**src/rtl/counter_run_sequencer.sv**
```systemverilog
// Round-robin scheduler sharing one WIDTH-bit up-counter among NREQ requesters; optional COUNTER_RUN_SEQ_PAUSE_EN adds pause_i.
// Latency: grant 1 cycle after request seen in IDLE, done pulse at cycle 2+len, all outputs registered.
// Backpressure: none; req is a level held until done or abort, pause_i (if built) freezes the running count.
module counter_run_sequencer #(
    parameter int WIDTH = 4,
    parameter int NREQ  = 2
) (
    input  logic                    clk_i,
    input  logic                    rst_ni,
`ifdef COUNTER_RUN_SEQ_PAUSE_EN
    input  logic                    pause_i,
`endif
    input  logic [NREQ-1:0]         req_i,
    input  logic [NREQ*WIDTH-1:0]   len_i,
    output logic [NREQ-1:0]         gnt_o,
    output logic                    busy_o,
    output logic [WIDTH-1:0]        count_o,
    output logic [NREQ-1:0]         done_o
);

    localparam int IW = (NREQ > 1) ? $clog2(NREQ) : 1;

    typedef enum logic [1:0] {S_IDLE, S_RUN, S_DONE} state_t;

    state_t           state_q, state_d;
    logic [IW-1:0]    ptr_q, ptr_d, idx_q, idx_d;
    logic [WIDTH-1:0] len_q, len_d, count_q, count_d;
    logic [NREQ-1:0]  gnt_q, gnt_d, done_q, done_d;
    logic             busy_q, busy_d;
    logic             pick_vld;
    logic [IW-1:0]    pick_idx;
    logic             stall;
    logic [WIDTH-1:0] len_arr [NREQ];

`ifdef COUNTER_RUN_SEQ_PAUSE_EN
    assign stall = pause_i;
`else
    assign stall = 1'b0;
`endif

    for (genvar g = 0; g < NREQ; g++) begin : g_len
        assign len_arr[g] = len_i[g*WIDTH +: WIDTH];
    end

    // First requester at or after ptr_q, wrapping around
    always_comb begin
        int      cand;
        logic [IW-1:0] cand_idx;
        cand     = 0;
        cand_idx = '0;
        pick_vld = 1'b0;
        pick_idx = '0;
        for (int k = 0; k < NREQ; k++) begin
            cand     = (int'(ptr_q) + k) % NREQ;
            cand_idx = IW'(cand);
            if (!pick_vld && req_i[cand_idx]) begin
                pick_vld = 1'b1;
                pick_idx = cand_idx;
            end
        end
    end

    always_ff @(posedge clk_i) begin
        if (!rst_ni) begin
            state_q <= S_IDLE;
            ptr_q   <= '0;
            idx_q   <= '0;
            len_q   <= '0;
            count_q <= '0;
            gnt_q   <= '0;
            done_q  <= '0;
            busy_q  <= 1'b0;
        end else begin
            state_q <= state_d;
            ptr_q   <= ptr_d;
            idx_q   <= idx_d;
            len_q   <= len_d;
            count_q <= count_d;
            gnt_q   <= gnt_d;
            done_q  <= done_d;
            busy_q  <= busy_d;
        end
    end

    always_comb begin
        state_d = state_q;
        case (state_q)
            S_IDLE: if (pick_vld) state_d = S_RUN;
            S_RUN: begin
                if (!req_i[idx_q])                       state_d = S_IDLE;
                else if (!stall && count_q == len_q)     state_d = S_DONE;
            end
            S_DONE:  state_d = S_IDLE;
            default: state_d = S_IDLE;
        endcase
    end

    // Abort is checked ahead of pause so a dropped req ends a frozen run
    always_comb begin
        ptr_d   = ptr_q;
        idx_d   = idx_q;
        len_d   = len_q;
        count_d = count_q;
        gnt_d   = gnt_q;
        done_d  = '0;
        busy_d  = busy_q;
        case (state_q)
            S_IDLE: begin
                count_d = '0;
                gnt_d   = '0;
                busy_d  = 1'b0;
                if (pick_vld) begin
                    idx_d  = pick_idx;
                    len_d  = len_arr[pick_idx];
                    gnt_d  = NREQ'(1) << pick_idx;
                    busy_d = 1'b1;
                    ptr_d  = (int'(pick_idx) == NREQ - 1) ? '0 : pick_idx + 1'b1;
                end
            end
            S_RUN: begin
                if (!req_i[idx_q]) begin
                    gnt_d   = '0;
                    busy_d  = 1'b0;
                    count_d = '0;
                end else if (!stall) begin
                    if (count_q == len_q) begin
                        gnt_d  = '0;
                        done_d = NREQ'(1) << idx_q;
                    end else begin
                        count_d = count_q + 1'b1;
                    end
                end
            end
            S_DONE: begin
                busy_d  = 1'b0;
                count_d = '0;
                gnt_d   = '0;
            end
            default: begin
                busy_d  = 1'b0;
                count_d = '0;
                gnt_d   = '0;
            end
        endcase
    end

    assign gnt_o   = gnt_q;
    assign done_o  = done_q;
    assign busy_o  = busy_q;
    assign count_o = count_q;

endmodule

```
**config.mk**
```make
export PLATFORM = sky130hd
export DESIGN_NAME = counter_run_sequencer
export DESIGN_NICKNAME = d
export VERILOG_FILES = /design/src/rtl/counter_run_sequencer.sv
export SDC_FILE = /design/constraint.sdc
export NUM_CORES = 1
export LEC_CHECK = 0
export BUFFER_PORTS_ARGS = -buffer_cell sky130_fd_sc_hd__buf_2
export CAP_MARGIN = 20
export CORE_ASPECT_RATIO = 0.9
export CORE_MARGIN = 10
export CORE_UTILIZATION = 40
export DETAILED_ROUTE_END_ITERATION = 12
export PLACE_DENSITY = 0.68
export SETUP_SLACK_MARGIN = 0.15
export SLEW_MARGIN = 20
export SYNTH_ARGS = -nofsm -noshare
export SYNTH_HDL_FRONTEND = slang
export SYNTH_SLANG_ARGS = --single-unit
```
**constraint.sdc**
```tcl
create_clock -name clk_i -period 2 [get_ports clk_i]
set_input_delay 0 -clock clk_i [delete_from_list [all_inputs] [get_ports clk_i]]
set_output_delay 0 -clock clk_i [all_outputs]
set_load 0.02 [all_outputs]
```
# Word level (Yosys, flattened, before mapping)
# Cells that the tools add are included.
# classes
add_sub_neg,3
order_cmp,4
n_eq_ne,5
n_shift,2
n_mux,25
bitwise,1
reduce_logical,7
# ops
op,n
two-way mux 1 bit,13
two-way mux 2 bit,6
two-way mux 4 bit,3
case mux 2 bit (2 select lines),2
less-than comparator 1 x 2 -> 1 bit (second input constant),3
adder 4 x 1 -> 4 bit (second input constant),1
equality test 4 bit,1
inequality test 2 bit (second input constant),2
AND reduction 2 bit,2
AND reduction 4 bit,1
<< shifter 1 x 1 -> 2 bit (first input constant),2
inequality test 3 bit (second input constant),1
AND reduction 3 bit,1
adder 1 bit (second input constant),2
equality test 2 x 1 -> 1 bit (second input constant),1
greater-or-equal comparator 2 bit (second input constant),1
logical NOT 2 bit,1
inverter 1 -> 2 bit,1
case mux 1 bit (2 select lines),1
logical AND 1 bit,1
logical NOT 1 bit,1
# totals
register_bits,17
input_bits,12
out_inout_bits,9
elab_cells,55

# Depth between registers and ports, before layout
# logic_depth
ltp_word,10
depth_mapped,5

# Worst setup path after synthesis
# Ideal clock, no wire load.
# synth_timing
kind,register to register
startpoint,"reg count_q[1], in the netlist count_o[1]"
endpoint,"reg gnt_q[0], in the netlist gnt_o[0]"
setup_time_ns,0.117
t_arrival_ns,1.451
required_ns,1.883
setup_slack_ns,0.431
path_stages_with_launch,5
n_path_buf,0
synth_period_minus_slack_ns,1.569
cell_sequence,dfxtp_1 xor2_1 nor4_4 nor4b_2 a32o_1
# synth_via
elab_chain_cells,2
# synth_rtl
item,line,rtl
from (decl),27,"logic [WIDTH-1:0] len_q, len_d, count_q, count_d;"
from (signal assigned),78,count_q <= count_d;
equality test 4 bit,126,if (count_q == len_q) begin
inequality test 3 bit (no source line),--,
to (signal assigned),79,gnt_q <= gnt_d;
to (decl),28,"logic [NREQ-1:0] gnt_q, gnt_d, done_q, done_d;"
# Every way passes these cells.
# A chain may end at the register's enable or synchronous reset.

# Worst setup path in the final report
# layout_timing
startpoint,reg state_q[1]
endpoint,reg len_q[0]
# layout_via
elab_chain_cells,2
# layout_rtl
item,line,rtl
from (decl),25,"state_t state_q, state_d;"
from (signal assigned),74,state_q <= state_d;
logical NOT 2 bit,107,case (state_q)
AND reduction 2 bit (no source line),--,
to (signal assigned),77,len_q <= len_d;
to (decl),27,
# Every way passes these cells.

==> impl_metrics.ini <==
[critical_path]
path_max_fanout = 12
worstPathArrival_ns = 1.90
r2r-start = state_q[1]
critPathLaunchType = register
path_cells = nor3_2, buf_4, o21ai_0, a31oi_1, dlygate4sd3_1
crit_type = reg2reg
worstReg2RegEnd = len_q[0]
cpPeakStageDelay_ns = 0.56
ff2ff_setup_slack_ns = 0.33
worst_setup_path_end_kind = register
endpoint = len_q[0]
startpoint = state_q[1]
crit_family = buffers and inverters
slowest_stage = dlygate4sd3_1
ff2ff_path_depth = 5
required_ns = 2.24
timing.critical_path.buf_inv = 2
cp.depth = 5

[synthesis]
synth_nets = 89
synthesis.area_um2 = 737
yosysUniqueCellTypes = 28
avgSynthCellArea_um2 = 9.70
synth_cells = 76
ys_seq_area_share_pct = 46.2
synth_seq_cells = 17
synth_warnings = 0

[pwr]
ir_drop_uv = 484
finalPower_w = 0.000717
power.leakage_nw = 0.453
power_density_mw_per_mm2 = 734

[floorplan]
fp-row-count = 14
die_y_um = 60.7
core_mm2 = 0.00172
die_x_um = 65.2
io-pin-count = 21
dieArea_mm2 = 0.00396
initial_core_util_pct = 42.9

[worst_hold_path]
worstHoldStart = rst_ni
min_path_type = in2reg

[global_routing]
grt_pass1_vias = 675
grt_antenna_before_repair = 0
grt_util_met1_pct = 10.0
grt_max_degree = 14
grt_pass1_wl_um = 2850
grt_util_met3_pct = 5.16
grt_overflow = 0
track_usage_pct = 9.05
use_met2_pct = 14.2
grt_busiest_layer = met2

[routing]
viasPerCell = 4.84
drcViolationCount = 0
postRouteAntennaNets = 0
drt_first_pass_iters = 4
vias = 634
drt_iter0_drc = 10
finalWirelength_um = 1580
wl_per_cell_um = 12.1

[sta]
setup_slack_ns = 0.334
min_period_over_period_pct = 83.3
holdWs_ns = 0.0305
hold_viol = 0
finalCriticalPeriod_ns = 1.67
worstMarginPinSlew_ns = 0.491
fmax_mhz = 600
rsz0062_at_grt = false
slew_headroom_pct = 67.0
slew_violations = 0
fin_skew_ns = 0.000423
finalSetupTns_ns = 0
setup_viol_count_final = 0

[clock_network]
cts-root-buf = clkbuf_4
path_clk_slew_ns = 0.09
clock_path_buffers = 2
cts_tree = done
worstSkewPairLatency_ns = 0.29
cts.sinks = 17
h-tree-depth = 1
numCtsBuffers = 3

[placement]
preCtsSetupSlack_ns = 0.410
gp_congestion = 0.727
placed_cells = 119
hpwl_um = 1180
io_buffers = 20

[cells_and_area]
stdcell_count = 131
drive_above_1_share_pct = 25.2
final_cell_mix = buf_2 (20), dfxtp_1 (17), nand2_1 (9), dlygate4sd3_1 (8), o21ai_0 (7)
antenna_cells = 0
num-nets-final = 121
syn_to_final_growth_pct = 32.6
final_common_cell = buf_2

[status]
outcome = finished clean

[run]
max_cap_violations = 0
-- worst min path at each step --
stage	end	cells past startpoint
2_1_floorplan	len_q[0]	2
3_3_place_gp	len_q[0]	3
3_5_place_dp	len_q[3]	3
4_1_cts	state_q[0]	2
5_1_grt	state_q[0]	2
6_report	state_q[0]	2
-- power by group --
part	total, W	leakage (nW)	internal, W	switching [W]
logic	0.000153	0.298	0.0000768	0.0000764
registers	0.000383	0.139	0.000363	0.0000198
clock network	0.000181	0.0150	0.0000776	0.000104
-- repair_timing --
item                                   4_1_cts  5_1_grt
setup endpoints to repair                    0        1
setup buffers                                0        0
hold buffers                                 8        0
gates resized for setup                      0        1
endpoints found under the hold margin        4        0
-- metrics by stage --
stage	instance area, um2	utilization, %
2_1_floorplan	737	-
3_3_place_gp	866	50.4
3_5_place_dp	866	50.4
4_1_cts	972	56.6
5_1_grt	977	56.9
6_report	977	56.9
-- cells by family (layout without fill, tap and decap cells) --
| logic type | after synthesis | count (layout) | share of synthesized area [%] |
|---|---|---|---|
| xor+xnor | 5 | 5 | 5.94 |
| buf+inv | 4 | 35 | 2.21 |
| flops | 17 | 17 | 46.2 |
| mux | 2 | 2 | 2.72 |
| fa+ha+maj | 1 | 1 | 1.70 |
| compound gates | 21 | 21 | 18.3 |
| simple gates | 26 | 26 | 22.9 |
-- synthesized netlist by cell type --
cell      instances  area (um2)
nand2b_1          1        6.26
nor4b_2           1        15.0
o211a_1           1        10.0
nand3_1           1        5.00
xor2_1            5        43.8
buf_2             1        5.00
or4bb_1           1        11.3
nor3_1            1        5.00
a31oi_1           4        25.0
or3_1             2        12.5
mux2i_1           2        20.0
nor4_4            1        21.3
nor2_1            3        11.3
nor3b_1           1        7.51
ha_1              1        12.5
a32o_1            2        20.0
and3_1            1        6.26
a21boi_0          1        7.51
a21oi_1           3        15.0
and2b_1           1        7.51
and2_1            1        6.26
o21a_1            3        22.5
nor4bb_1          2        20.0
inv_1             2        7.51
clkbuf_1          1        3.75
dfxtp_1          17         340
o21ai_0           7        35.0
nand2_1           9        33.8
-- flip-flops by register name (all words and copies together), names as in the netlist --
name / count
state_q: 2
busy_o: 1
len_q: 4
count_o: 4
gnt_o: 2
idx_q: 1
ptr_q: 1
done_o: 2
-- layer usage --
metal | routed length, um | part of all wire (%)
met5 | 0 | 0
met2 | 680 | 43
met1 | 763 | 48
met4 | 8 | 0.51
met3 | 128 | 8.1
-- cell type report --
type	instances	area (um2)
Fill cell	176	739
Multi-Input combinational cell	55	385
Sequential cell	17	340
Timing Repair Buffer	29	188
Tap cell	24	30.0
Clock buffer	4	26.3
Inverter	2	7.51
Power figures use the tool's default switching activity.
